==> config.mk <==
export PLATFORM = sky130hd
export DESIGN_NAME = ara_pe_req_broadcast
export DESIGN_NICKNAME = d
export VERILOG_FILES = /design/src/rtl/ara_pe_req_broadcast_pkg.sv /design/src/rtl/ara_pe_req_broadcast.sv
export SDC_FILE = /design/constraint.sdc
export NUM_CORES = 1
export LEC_CHECK = 0
export CAP_MARGIN = 25
export CELL_PAD_IN_SITES_DETAIL_PLACEMENT = 0
export CELL_PAD_IN_SITES_GLOBAL_PLACEMENT = 1
export CORE_MARGIN = 2
export CORE_UTILIZATION = 32
export CTS_CLUSTER_DIAMETER = 120
export DETAILED_ROUTE_END_ITERATION = 6
export PLACE_DENSITY_LB_ADDON = 0.1
export SLEW_MARGIN = 15
export SYNTH_ARGS = -nofsm -noshare
export SYNTH_HDL_FRONTEND = slang
export SYNTH_SLANG_ARGS = --single-unit
==> constraint.sdc <==
create_clock -name clk_i -period 2.5 [get_ports clk_i]
set_input_delay 0.375 -clock clk_i [delete_from_list [all_inputs] [get_ports clk_i]]
set_output_delay 0.375 -clock clk_i [all_outputs]
set_load 0.02 [all_outputs]
==> src/rtl/ara_pe_req_broadcast_pkg.sv <==
// Shared types for the PE request broadcaster: request payload, functional-unit
// enum, PE index offsets and the helper that turns a unit into a PE target mask.
package ara_pe_req_broadcast_pkg;

  localparam int unsigned NrVInsn = 8;
  localparam int unsigned MaxNrPEs = 32;

  // Non-lane PEs sit right above the lanes in the PE vector.
  localparam int unsigned OffsetLoad  = 0;
  localparam int unsigned OffsetStore = 1;
  localparam int unsigned OffsetSlide = 2;
  localparam int unsigned OffsetMask  = 3;

  typedef logic [$clog2(NrVInsn)-1:0] vid_t;
  typedef logic [NrVInsn-1:0]         vinsn_mask_t;

  typedef enum logic [2:0] {
    VFU_Alu,
    VFU_MFpu,
    VFU_LoadUnit,
    VFU_StoreUnit,
    VFU_SlideUnit,
    VFU_MaskUnit,
    VFU_None
  } vfu_e;

  typedef enum logic {
    IDLE,
    BCAST
  } bcast_state_e;

  typedef struct packed {
    vid_t        id;
    logic [5:0]  op;
    vfu_e        vfu;
    logic [4:0]  vs1;
    logic [4:0]  vs2;
    logic [4:0]  vd;
    logic        use_vs1;
    logic        vm;
    logic [15:0] vl;
    vinsn_mask_t vinsn_running;
    vinsn_mask_t hazard_vs1;
    vinsn_mask_t hazard_vs2;
    vinsn_mask_t hazard_vd;
    vinsn_mask_t hazard_vm;
  } pe_req_t;

  // Lanes or the owning unit; a masked op (vm=0) also needs the mask unit.
  function automatic logic [MaxNrPEs-1:0] vfu_target(input vfu_e vfu, input logic vm,
                                                      input int unsigned nr_lanes);
    logic [MaxNrPEs-1:0] t;
    t = '0;
    unique case (vfu)
      VFU_Alu, VFU_MFpu: t = (MaxNrPEs'(1) << nr_lanes) - MaxNrPEs'(1);
      VFU_LoadUnit:      t = MaxNrPEs'(1) << (nr_lanes + OffsetLoad);
      VFU_StoreUnit:     t = MaxNrPEs'(1) << (nr_lanes + OffsetStore);
      VFU_SlideUnit:     t = MaxNrPEs'(1) << (nr_lanes + OffsetSlide);
      VFU_MaskUnit:      t = MaxNrPEs'(1) << (nr_lanes + OffsetMask);
      default:           t = '0;
    endcase
    if (!vm && vfu != VFU_None) t = t | (MaxNrPEs'(1) << (nr_lanes + OffsetMask));
    return t;
  endfunction

endpackage

==> src/rtl/ara_pe_req_broadcast.sv <==
// Holds one issued request and hands it to each targeted PE independently,
// pruning hazard bits against the live running vector and counting stall cycles.
module ara_pe_req_broadcast
  import ara_pe_req_broadcast_pkg::*;
#(
  parameter int unsigned NrLanes        = 4,
  parameter int unsigned NrPEs          = NrLanes + 4,
  parameter int unsigned StallCntWidth  = 16,
  parameter int unsigned StallThreshold = 1024
) (
  input  logic                     clk_i,
  input  logic                     rst_ni,
  input  pe_req_t                  req_i,
  input  logic [NrPEs-1:0]         req_target_i,
  input  logic                     req_valid_i,
  output logic                     req_ready_o,
  input  logic [NrVInsn-1:0]       vinsn_running_i,
  output pe_req_t                  pe_req_o,
  output logic [NrPEs-1:0]         pe_req_valid_o,
  input  logic [NrPEs-1:0]         pe_req_ready_i,
  output logic                     busy_o,
  output logic [StallCntWidth-1:0] stall_cnt_o,
  output logic                     stall_o
);

  localparam logic [StallCntWidth-1:0] StallThr = StallCntWidth'(StallThreshold);

  bcast_state_e             state_q, state_d;
  logic [NrPEs-1:0]         pending_q, pending_d, pending_left;
  pe_req_t                  req_q, req_d;
  logic [StallCntWidth-1:0] stall_cnt_q, stall_cnt_d;
  logic                     capture;

  function automatic logic [StallCntWidth-1:0] sat_inc(input logic [StallCntWidth-1:0] c);
    return (c == '1) ? c : c + StallCntWidth'(1);
  endfunction

  // Hazards may only clear while held: a newly running insn is younger, not a dependency.
  function automatic pe_req_t prune(input pe_req_t r, input vinsn_mask_t run);
    pe_req_t p;
    p               = r;
    p.vinsn_running = run;
    p.hazard_vs1    = r.hazard_vs1 & run;
    p.hazard_vs2    = r.hazard_vs2 & run;
    p.hazard_vd     = r.hazard_vd & run;
    p.hazard_vm     = r.hazard_vm & run;
    return p;
  endfunction

  assign pending_left = pending_q & ~pe_req_ready_i;
  assign req_ready_o  = (state_q == IDLE) | (pending_left == '0);
  assign capture      = req_valid_i & req_ready_o & (|req_target_i);

  always_comb begin
    state_d     = state_q;
    pending_d   = pending_q;
    req_d       = req_q;
    stall_cnt_d = stall_cnt_q;
    if (capture) begin
      state_d     = BCAST;
      pending_d   = req_target_i;
      req_d       = prune(req_i, vinsn_running_i);
      stall_cnt_d = '0;
    end else if (state_q == BCAST) begin
      pending_d = pending_left;
      req_d     = prune(req_q, vinsn_running_i);
      if (pending_left == '0) state_d = IDLE;
      else                    stall_cnt_d = sat_inc(stall_cnt_q);
    end
  end

  always_ff @(posedge clk_i or negedge rst_ni) begin
    if (!rst_ni) begin
      state_q     <= IDLE;
      pending_q   <= '0;
      req_q       <= '0;
      stall_cnt_q <= '0;
    end else begin
      state_q     <= state_d;
      pending_q   <= pending_d;
      req_q       <= req_d;
      stall_cnt_q <= stall_cnt_d;
    end
  end

  assign pe_req_o       = req_q;
  assign pe_req_valid_o = pending_q;
  assign busy_o         = (state_q == BCAST);
  assign stall_cnt_o    = stall_cnt_q;
  assign stall_o        = (stall_cnt_q >= StallThr);

  a_pending_iff_bcast: assert property (@(posedge clk_i) disable iff (!rst_ni)
    ((pending_q == '0) == (state_q == IDLE)));

endmodule

After elaboration in Yosys (flattened, before gate mapping)
Cells that the tools add are included.

storage, ports and cells
  logic and storage cells = 51
  output and inout port bits = 112
  input bits = 112
  register bits after elaboration = 110

cells by class
  bitwise logic cells = 14
  $lt $le $gt $ge = 1
  mux-type cells = 11
  $add $sub $neg = 1
  eq/ne operators = 3
  reductions and logical operators = 4

operators by type and width
  cell                     count
  $mux W85                 1
  $and A8 B8 Y8            9
  $mux W16                 4
  $mux W40                 1
  $add A16 B1 Y16 const B  1
  $eq A16 B16 Y1 const B   1
  $ge A16 B11 Y1 const B   1
  $mux W8                  2
  $logic_not A8 Y1         1
  $not A8 Y8               1
  $reduce_or A8 Y1         1
  $ne A2 B2 Y1 const B     2
  $mux W1                  3
  $reduce_and A3 Y1        1
  $and A1 B1 Y1            2
  $reduce_bool A2 Y1       1
  $not A1 Y1               1
  $or A1 B1 Y1             1

Longest topological paths before layout
Gate-level depths: netlist of the first run.

  depth after elaboration = 8
  gate-level depth with buffers = 8
  gate-level depth less buffers = 6

Worst setup path before layout of the first run
OpenSTA, ideal clock, no wires.

  path type = register to register
  from = reg stall_cnt_q[1] (netlist: stall_cnt_o[1])
  to = reg stall_cnt_q[6] (netlist: stall_cnt_o[6])
  buffers on the path = 1
  setup slack = 0.471 ns
  arrival time = 1.905 ns
  period minus slack after synthesis = 2.029 ns
  setup time = 0.124 ns
  cell stages (with the launch flop) = 8
  required time = 2.376 ns
  cells stage by stage = dfrtp_1 > ha_1 > nand4_1 > or4_1 > buf_6 > nand3_1 > nor3_1 > a211o_1

between the ends
  word-level cells in the longest chain between the ends = 5
  elaborated cells on any way between the ends = 8
  classes of those cells = 1 x add/sub; 2 x eq/ne; 4 x mux; 1 x reduce/logical

ends and longest elaborated chain
  element                 line                        source
  start, declared         ara_pe_req_broadcast.sv:31  logic [StallCntWidth-1:0] stall_cnt_q, stall_cnt_d;
  start signal, assigned  ara_pe_req_broadcast.sv:82  stall_cnt_q <= stall_cnt_d;
  $add A16 B1 Y16         ara_pe_req_broadcast.sv:35  return (c == '1) ? c : c + StallCntWidth'(1);
  $mux W16                ara_pe_req_broadcast.sv:35
  $mux W16                ara_pe_req_broadcast.sv:67  if (pending_left == '0) state_d = IDLE;
  $mux W16                ara_pe_req_broadcast.sv:64  end else if (state_q == BCAST) begin
  $mux W16                ara_pe_req_broadcast.sv:59  if (capture) begin

Parallel ways exist; a longest one is shown, timed or not. The select of a mux whose other input is x is not followed.
A chain may end at the register's enable or synchronous reset.

Worst setup path in the final report of the first run
Same ends and word-level chain as after synthesis.

==> metrics.cfg, run 1 <==
[floorplanning]
num_rows=45
fp.dieW_um=129
pin_count=224
placeableCoreArea_um2=15300
dieArea_um2=16700
start_util=0.329
die_h_um=129

[clock_tree]
cts_tree=built
root_buffer=clkbuf_16
clk_latency_ns=0.35
clk_pin_slew_ns=0.07
postCtsSetupBuffers=0
cts_buffer_depth=2
cts_buffers=9
clock_sinks=110
htreeDepth=3

[worst_hold_path]
hold_path.class=register to register

[critical_path]
critPathBufInv=0
start_kind=register
arrival_ns=2.38
crit_path_max_incr_delay_ns=0.72
path_max_fanout=9
cpMaxStageDelayCell=or4_1
worstPathRequired_ns=2.74
endpoint_kind=register
crit_family=simple AND/OR/NAND/NOR gates
cp_cell_sequence=ha_1 > nand4_1 > or4_1 > nand3_1 > nor3_1 > a211o_1
worstSetupPathType=register to register

[sta]
setup_tns_ns=0
finalSetupViolCount=0
fin_skew_ns=0.00481
slew_headroom=0.658
holdWs_ns=0.485
finalHoldViolCount=0
period_share=0.857
fin_ws_ns=0.358
worstMarginPinSlew_ns=0.507
slew_violations=0
fin_crit_ns=2.14
rsz0062_at_grt=false
max_freq_mhz=467

[flow_run]
drv_cap=0

[layout]
area_growth_pct=54.7
diodes=0
layout_commonest_cell=clkdlybuf4s50_1
fin_area_um2=7790
final_cell_mix=clkdlybuf4s50_1 (213), dfrtp_1 (110), nand2_1 (46)
final_layout_size_suffix_gt1_frac=0.124
layout.nets=769

[yosys]
yosys_most_used_dff=dfrtp_1
syn_inst=448
synthArstFlopShare=1.00
synth_cell_types=40
avgSynthCellArea_um2=11.2
seq_area_frac_synth=0.547
syn_nets=562
synth_edf_count=0
ys_seq_elements=110
yosys_warnings=0
synth_area_um2=5030

[routing]
routedWlPerCell_um=17.7
via_count=4479
viasPerCell=5.14
first_iter_violations=276
wirelength_mm=15.4
drtAntennaViolNets=0
drtPass1Iterations=4
drc=0

[grt]
gr-total-overflow=0
grt_max_degree=56
antenna_found_initial=0
grt_pass1_wl_mm=24.3
grt_pass1_vias=4582
grt_usage=0.186

[pwr]
vdd.ir_drop.worst_uv=615
pwr-share-comb=0.511
p_sw_frac=0.393
p_leak_nw=3.24
p_total_w=0.00876
power.switching_w=0.00344
powerDensity_nw_per_um2=1120
p_clk_frac=0.161
intPower_w=0.00532
seqPwrFrac=0.328

[place]
preCtsSetupSlack_ns=0.0166
dpl_cell_area_um2=7490
place_hpwl_mm=10.8
place.port_buffers=215
gp_congestion=0.754

[run_status]
status=finished, final reports clean

[state kept, by name, summed over array words and instances, names as in the netlist]
register and count:
pe_req_o 85, busy_o 1, stall_cnt_o 16, pe_req_valid_o 8
[synth_stat cells, drive strengths merged, types with 3 or more instances]
cell type	number	area [µm²]
dfrtp	110	2750
mux2	58	653
nand2	47	179
nand3	42	215
nand4	35	219
o211ai	35	263
clkbuf	21	78.8
buf	16	98.9
a32o	9	90.1
nor2	9	33.8
nor3	9	45.0
inv	8	30.0
nand2b	8	52.6
a211o	6	52.6
nor4	6	37.5
and3	4	25.0
a21o	3	22.5
a21oi	3	15.0
[area by class of cell]
type                       count  area (µm²)
inverter                       8        30.0
clock inverter                 5        33.8
fill                        1398        7530
multi-input combinational    293        2100
sequential                   110        2750
clock buffer                  11         253
tap                          211         264
timing repair buffer         233        2350
[worst reg2reg max path, cell delays in order (launching register included)]
cell	delay, ns
dfrtp_1	0.42
ha_1	0.21
nand4_1	0.15
or4_1	0.72
nand3_1	0.19
nor3_1	0.06
a211o_1	0.28
[cell families after synthesis]
group,synth area share
simple gates,0.166
flops,0.547
compound gates,0.109
mux,0.132
buf+inv,0.0413
fa+ha+maj,0.00497
[metal layers]
metal	part of all wire	GRT usage	up-vias
met4	0.0072	0.0373	0
met2	0.48	0.315	171
met3	0.086	0.0652	9
met1	0.43	0.231	2220
met5	0	0	-
li1	-	-	2079
[power by group through the flow]
| stage | Combinational, W | Clock [W] | Sequential (W) |
|---|---|---|---|
| after global routing | 0.00480 | 0.00155 | 0.00297 |
| after CTS | 0.00455 | 0.00147 | 0.00288 |
| after detailed placement | 0.00454 | 0 | 0.00291 |
| final | 0.00447 | 0.00141 | 0.00287 |
| after floorplan | 0.00155 | 0 | 0.00368 |
| after global placement | 0.00451 | 0 | 0.00286 |
[repair_timing]
item	CTS	global route
setup endpoints to repair	0	1
hold buffers	1	0
gates resized for setup	0	1
hold endpoints to repair	8	0
[path summary, 6_finish.rpt]
kind / startpoint / slack, ns / endpoint / depth (start not counted)
min in group asynchronous: rst_ni / 0.53 / pe_req_valid_o[7]$_DFFE_PN0P_ / 2
max in group asynchronous: rst_ni / 1.29 / pe_req_o[82]$_DFFE_PN0P_ / 3
min: pe_req_o[64]$_DFFE_PN0P_ / 0.49 / pe_req_o[64]$_DFFE_PN0P_ / 1
max: stall_cnt_o[1]$_DFFE_PN0P_ / 0.36 / stall_cnt_o[6]$_DFFE_PN0P_ / 6
min reg2reg: pe_req_o[64]$_DFFE_PN0P_ / 0.49 / pe_req_o[64]$_DFFE_PN0P_ / 1
max reg2reg: stall_cnt_o[1]$_DFFE_PN0P_ / 0.36 / stall_cnt_o[6]$_DFFE_PN0P_ / 6
[stage by stage]
step | std cells | util
global route | 871 | 0.508
CTS | 871 | 0.508
detailed placement | 854 | 0.489
finish | 871 | 0.508
floorplan | 448 | -
global placement | 854 | 0.489
No activity file was read; power rests on OpenSTA's default activity.
==> inputs of run 2 (changes only) <==
==> constraint.sdc (replaced) <==
create_clock -name clk_i -period 2.5 [get_ports clk_i]
set_input_delay 0.25 -clock clk_i [delete_from_list [all_inputs] [get_ports clk_i]]
set_output_delay 0.25 -clock clk_i [all_outputs]
set_load 0.02 [all_outputs]
==> run 2 against run 1 <==
Sequential power hardly changed. Clock power hardly changed. Global-route usage hardly changed. Largest cell class unchanged. Largest power group unchanged.
==> metrics.cfg, run 2 (synthesis results as in run 1) <==
[floorplanning]
num_rows=45
start_util=0.329
die_h_um=129
pin_count=224
fp.dieW_um=129
dieArea_um2=16700
placeableCoreArea_um2=15300

[critical_path]
worstPathRequired_ns=2.25
r2r-end=stall_cnt_o[4]$_DFFE_PN0P_
worstRegToRegCells=6
endpoint_kind=output port
r2r_slack_ns=0.31
start_kind=primary input
r2r_start=stall_cnt_o[1]$_DFFE_PN0P_
path_max_fanout=4
arrival_ns=2.01
worstSetupPathType=primary input to output port

[clock_tree]
root_buffer=clkbuf_16
cts_hold_buf=1
htreeDepth=3
clk_latency_ns=0.35
cts_buffer_depth=2
cts_buffers=9
postCtsSetupBuffers=0
cts_resized=0
clk_pin_slew_ns=0.07
cts_tree=built
clock_sinks=110

[routing]
drtPass1Iterations=4
drtAntennaViolNets=0
via_count=4465
wirelength_mm=15.4
routedWlPerCell_um=17.6
first_iter_violations=239
drc=0
viasPerCell=5.10

[grt]
grt_usage=0.186
grt_max_degree=56
grt_pass1_vias=4661
grt_pass1_wl_mm=24.2
antenna_found_initial=0
gr-total-overflow=0

[sta]
setup_tns_ns=0
rsz0062_at_grt=false
finalSetupViolCount=0
slew_headroom=0.589
fin_ws_ns=0.243
fin_skew_ns=0.00948
slew_violations=0
worstMarginPinSlew_ns=0.617
max_freq_mhz=443
finalHoldViolCount=0
period_share=0.903
fin_crit_ns=2.26

[layout]
diodes=0
fill_cells=1406
final_cell_mix=clkdlybuf4s50_1 (214), dfrtp_1 (110), nand2_1 (46)
final_layout_size_suffix_gt1_frac=0.130
layout_commonest_cell=clkdlybuf4s50_1
area_growth_pct=55.1
largest_reg_flops=85
layout.nets=773

[run_status]
status=finished, final reports clean

[pwr]
powerDensity_nw_per_um2=1130
p_leak_nw=3.26
vdd.ir_drop.worst_uv=571

[place]
place_hpwl_mm=11.0
preCtsSetupSlack_ns=0.189
place.port_buffers=215
gp_congestion=0.727

[flow_run]
drv_cap=0

[worst_hold_path]
hold_path.class=primary input to asynchronous set/reset pin

run 2: where the power goes:
| part | internal, W | leakage (nW) | switching, W |
|---|---|---|---|
| combinational | 0.00216 | 1.73 | 0.00236 |
| clock | 0.000743 | 0.144 | 0.000684 |
| sequential | 0.00245 | 1.38 | 0.000422 |
run 2: worst max-delay path, stage by stage:
cell and delay (ns):
clkdlybuf4s50_1 0.49, nand2b_1 0.11, o2111ai_1 0.13, o21a_2 0.30
inv_2 0.08, clkdlybuf4s50_1 0.65
run 2: worst max-delay path by stage:
stage                                       start                            end  slack [ns]  cells after the start
floorplan              stall_cnt_o[1]$_DFFE_PN0P_     stall_cnt_o[6]$_DFFE_PN0P_        0.47                      7
global placement                pe_req_ready_i[3]  pe_req_valid_o[6]$_DFFE_PN0P_        0.20                      8
detailed placement              pe_req_ready_i[3]  pe_req_valid_o[7]$_DFFE_PN0P_        0.19                      8
CTS                 pe_req_valid_o[3]$_DFFE_PN0P_                    req_ready_o        0.22                      5
global route        pe_req_valid_o[4]$_DFFE_PN0P_                    req_ready_o        0.17                      5
finish                          pe_req_ready_i[3]                    req_ready_o        0.24                      6
run 2: metal layers:
layer | up-vias | global-route usage | routed length [µm]
met5 | - | 0 | 0
met4 | 0 | 0.0512 | 211
met3 | 20 | 0.0690 | 1220
met2 | 161 | 0.306 | 7260
met1 | 2193 | 0.230 | 6680
li1 | 2091 | - | -
run 2: per-stage QoR:
stage | power, W | instances | hold WS [ns] | util | cell area, µm²
2_1_floorplan | 0.00524 | 448 | -0.0456 | - | 5030
3_3_place_gp | 0.00738 | 858 | 0.301 | 0.490 | 7500
3_5_place_dp | 0.00746 | 858 | 0.308 | 0.490 | 7500
4_1_cts | 0.00894 | 875 | 0.467 | 0.510 | 7810
5_1_grt | 0.00935 | 875 | 0.483 | 0.510 | 7810
6_report | 0.00882 | 875 | 0.460 | 0.510 | 7810
run 2: layout make-up:
class	count	area, µm²	area share
clock buffers	11	253	0.0324
clock inverters	5	41.3	0.00529
inverters	8	30.0	0.00385
multi-input cells	293	2100	0.269
flip-flops and latches	110	2750	0.353
well taps	211	264	0.0338
repair buffers	237	2370	0.303
==> inputs of run 3 (changes only) <==
==> constraint.sdc (replaced) <==
create_clock -name clk_i -period 2.5 [get_ports clk_i]
set_input_delay 0.25 -clock clk_i [delete_from_list [all_inputs] [get_ports clk_i]]
set_output_delay 0.25 -clock clk_i [all_outputs]
set_load 0.01 [all_outputs]
==> run 3 against run 2 <==
Via count increased by 0.87%. Total power decreased by 6.0%. Largest power group unchanged. Final area decreased by 0.43%. Register-to-register slack improved by 0.08 ns.
==> metrics.cfg, run 3 (synthesis results as in run 1) <==
[clock_tree]
cts_hold_buf=1
clock_sinks=110
cts_resized=0
cts_tree=built
postCtsSetupBuffers=0
root_buffer=clkbuf_16
cts_buffers=9
cts_buffer_depth=2
clk_latency_ns=0.35
clk_pin_slew_ns=0.07
htreeDepth=3

[sta]
slew_headroom=0.633
finalSetupViolCount=0
finalHoldViolCount=0
rsz0062_at_grt=false
period_share=0.890
fin_skew_ns=0.00534
fin_crit_ns=2.22
max_freq_mhz=450
worstMarginPinSlew_ns=0.550
holdWs_ns=0.432
slew_violations=0
setup_tns_ns=0

[critical_path]
crit_path_max_incr_delay_ns=0.59
cpMaxStageDelayCell=clkdlybuf4s50_1
worstSetupPathType=primary input to output port
endpoint_kind=output port
start_kind=primary input
path_max_fanout=4
cp_cell_sequence=clkdlybuf4s50_1 > nand2b_1 > o2111ai_1 > o21a_2 > inv_2 > clkdlybuf4s50_1
worstPathRequired_ns=2.25
path_common_cell=clkdlybuf4s50_1
arrival_ns=1.97

[pwr]
powerDensity_nw_per_um2=1070
vdd.ir_drop.worst_uv=530
p_leak_nw=3.23

[grt]
grt_max_degree=56
grt_usage=0.184
grt_pass1_wl_mm=24.1
antenna_found_initial=0
grt_pass1_vias=4653
gr-total-overflow=0

[floorplanning]
die_h_um=129
fp.dieW_um=129
num_rows=45
start_util=0.329
pin_count=224
dieArea_um2=16700
placeableCoreArea_um2=15300

[layout]
regArea_um2=2750
fill_cells=1404
final_layout_size_suffix_gt1_frac=0.121
diodes=0
final_cell_mix=clkdlybuf4s50_1 (214), dfrtp_1 (110), nand2_1 (46)
fin_area_um2=7770
utilization=0.508
layout.nets=768
multi_input_area_um2=2100
area_growth_pct=54.5
largest_reg_flops=85
layout_commonest_cell=clkdlybuf4s50_1

[routing]
drtAntennaViolNets=0
via_count=4504
drtPass1Iterations=4
routedWlPerCell_um=17.6
drc=0
wirelength_mm=15.3
viasPerCell=5.18
first_iter_violations=310

[place]
place_hpwl_mm=10.7
place.port_buffers=215
dpl_cell_area_um2=7470
gp_congestion=0.734

[worst_hold_path]
hold_path.class=primary input to asynchronous set/reset pin

[run_status]
status=finished, final reports clean

[flow_run]
drv_cap=0

[run 3: path summary, 6_finish.rpt]
kind | startpoint | endpoint | slack [ns] | depth (start not counted)
worst min register to register | pe_req_o[60]$_DFFE_PN0P_ | pe_req_o[60]$_DFFE_PN0P_ | 0.48 | 1
max in group asynchronous | rst_ni | pe_req_o[50]$_DFFE_PN0P_ | 1.37 | 3
worst max-delay path | pe_req_ready_i[4] | req_ready_o | 0.28 | 6
worst min-delay path | rst_ni | pe_req_valid_o[7]$_DFFE_PN0P_ | 0.43 | 2
worst max register to register | stall_cnt_o[0]$_DFFE_PN0P_ | stall_cnt_o[6]$_DFFE_PN0P_ | 0.39 | 6
min in group clk_i | req_i[3] | pe_req_o[3]$_DFFE_PN0P_ | 0.48 | 3
[run 3: worst max-delay path: cells and delay by family]
kind | cells | cell delay (ns)
AND/OR/NAND/NOR | 1 | 0.11
buffers and inverters | 3 | 1.16
AO/OA/AOI/OAI | 2 | 0.44
[run 3: per-layer routing]
metal  share of wire  wire (µm)  vias to the layer above  GRT usage
li1                -          -                     2079          -
met2            0.48       7300                      192      0.312
met5               0          0                        -          0
met4          0.0086        131                        0     0.0468
met1            0.43       6610                     2225      0.229
met3           0.082       1260                        8     0.0586
[run 3: cell type report]
cell class,instances,area share
Clock buffer,10,0.0294
Sequential cell,110,0.354
Multi-Input combinational cell,293,0.270
Tap cell,211,0.0340
Clock inverter,6,0.00885
Timing Repair Buffer,232,0.300
Inverter,8,0.00386
[run 3: power breakdown]
part,internal (W),switching [W],total (W)
sequential,0.00245,0.000415,0.00286
combinational,0.00213,0.00181,0.00395
clock,0.000788,0.000689,0.00148
[run 3: through the flow]
step / instances / total power (W) / setup WS (ns)
after floorplan: 448 / 0.00472 / 0.566
after global placement: 853 / 0.00682 / 0.292
after detailed placement: 853 / 0.00689 / 0.272
after CTS: 870 / 0.00843 / 0.257
after global routing: 870 / 0.00886 / 0.199
final: 870 / 0.00828 / 0.276
==> RTL change (settings of run 1) <==
`NrLanes`: 4 -> 6.
--- a/src/rtl/ara_pe_req_broadcast.sv
+++ b/src/rtl/ara_pe_req_broadcast.sv
@@ -3,7 +3,7 @@
 module ara_pe_req_broadcast
   import ara_pe_req_broadcast_pkg::*;
 #(
-  parameter int unsigned NrLanes        = 4,
+  parameter int unsigned NrLanes        = 6,
   parameter int unsigned NrPEs          = NrLanes + 4,
   parameter int unsigned StallCntWidth  = 16,
   parameter int unsigned StallThreshold = 1024
Interface: changed (resized pe_req_ready_i, pe_req_valid_o and req_target_i); port bits go from 224 to 230. The function was not compared with the original's and may differ.
==> RTL change against run 1 <==
  * Sequential power is essentially flat
  * Register-to-register slack lost 90 ps
  * Maximum frequency fell by 10%
  * Via count shrank 2.9%
  * Routed wire length down 3.2%
  * Power up 2.3%
  * Die area down 1.7%
  * Setup slack lost 240 ps
  * Highest routed layer unchanged
  * Clock power is 4% higher
  * Critical path depth stayed put
  * Sequential cell count is 2 higher
  * Synthesized area shrank 1.8%
  * Critical path type is now input pin to output port
  * Hold slack improved by 9.5 ps
  * Final area increased by 0.84%
==> RTL change: results (changes against run 1) <==
XOR/XNOR Fraction of Synth Area=0% (unchanged); number of port buffers=221 (+2.8%); syn nets=538 (-4.3%); global-route wire length before repair=23.6 mm (-3.0%); Slowest-stage cell, CP=o41a_2; clock root buffer=clkbuf_16; H-tree Lvls=3 (unchanged); reg2reg path depth=7 (+1); largest cells by area after synthesis=dfrtp_1, mux2_2, a31o_2; Routability Congestion=0.819 (+8.7%); Largest stage delay, worst path=480 ps (-240 ps); register area share after synthesis=56.7% (+2.0 points); Hold WS=495 ps (+9.49 ps); Avg WL per Cell=17.6 um (-0.54%); Gate Count Post-Synth=420 (-6.3%); Antenna diodes=0 (unchanged); Top FF cell, synth=dfrtp_1; post-DP HPWL=11.2 mm (+3.4%); Unique masters post-synth=43 (+7.5%); Avg Vias per Cell=5.13 (-0.25%); Iter 0 DRT Violations=213 (-23%); r2r startpoint=pe_req_valid_o[9]$_DFFE_PN0P_; Layout Cells excl Fill=848 (-2.6%); outcome=finished clean; async set or reset register ratio after synthesis=100% (unchanged); largest net degree at the start of global routing=64 (+14%); Worst Path Max Fanout=4 (-5); vias in the first global route=4462 (-2.6%); nets=773 (+0.52%); worst r2r dst=pe_req_o[43]$_DFFE_PN0P_; max reg flops=85 (unchanged); multi-input logic area=1990 um2 (-5.1%); R2R Setup Slk=270 ps (-90 ps); Internal=5.55 mW (+4.4%); antenna violations before repair=0 (unchanged); drt pass-1 iters=4 (unchanged); Fin Clk Skew=5.55 ps (+0.745 ps); Least-Margin Pin Slew=530 ps (+22.3 ps); worst vdd ir=0.672 mV (+9.2%); HP Class=input pin to async pin; Inst Count DP=831 (-2.7%); CTS clk-pin slew, worst paths=70 ps (about the same); Inserted Clock Buffers=9 (unchanged); gr usage total=18.5% (-0.075 points); Pleak=3.34 nW (+2.9%); worst-skew pair later-pin latency=350 ps (about the same); Compound-Gate Fraction of Synth Area=13.6% (+2.7 points); Longest Clk Path Bufs=2 (unchanged); filler cell count=1379 (-1.4%); pre-CTS WS=-246 ps (-263 ps); Top Family by Delay on Critical Path=buffers and inverters; top cells by count, synth=dfrtp_1, mux2_2, nand2_1; Cell Area, Placed=7540 um2 (+0.77%); Adder-Cell Fraction of Synth Area=0.506% (+0.0091 points); layout cells sized above 1=18.5% (+6.1 points); post-synthesis mux area share=12.9% (-0.27 points)
RTL change: cell types whose count changed in the layout (fill, tap and decap cells not counted), moves of 20 or more:
cell	before	now
nand3_1	41	8
mux2_1	20	0
a31o_2	0	23
o211ai_1	35	0
nor3_1	9	31
nand4_1	35	5
RTL change: cell type report:
cell class                 count  area share, %
inverter                      14          0.669
multi-input combinational    271           25.4
clock buffer                  10           2.92
timing repair buffer         247           31.4
sequential                   112           35.7
tap                          188           3.00
clock inverter                 6          0.876
RTL change: cells by family (layout without fill, tap and decap cells):
group / after synthesis / in the layout
mux: 57 / 57
flops: 112 / 112
compound gates: 81 / 81
simple gates: 131 / 131
buf+inv: 37 / 277
fa+ha+maj: 2 / 2
RTL change: how the worst max path moves through the flow:
stage,from,end,slack [ps]
finish,pe_req_ready_i[3],req_ready_o,120
global route,pe_req_ready_i[3],req_ready_o,50
CTS,pe_req_ready_i[3],req_ready_o,100
detailed placement,req_target_i[6],pe_req_o[26]$_DFFE_PN0P_,-250
global placement,req_target_i[6],pe_req_o[17]$_DFFE_PN0P_,-230
floorplan,req_target_i[6],pe_req_o[33]$_DFFE_PN0P_,240
RTL change: repair_timing:
item                                    in CTS  in global routing
setup buffers                                0                  0
hold endpoints to repair                    27                  0
resized for setup                            1                  0
hold buffers                                 1                  0
endpoints found under the setup margin       1                  0
RTL change: power groups by stage:
stage	clock (mW)	combinational (mW)	sequential, mW
floorplan	0	1.62	3.64
global placement	0	4.66	2.86
detailed placement	0	4.69	2.89
CTS	1.52	4.70	2.87
global route	1.58	4.96	2.95
finish	1.46	4.64	2.86
RTL change: routing by layer:
layer	global-route usage, %	up-vias	share of wire (%)
met1	23.3	2137	42
li1	-	2023	-
met5	0	-	0
met2	28.8	175	46
met4	6.08	0	1.5
met3	7.64	15	10
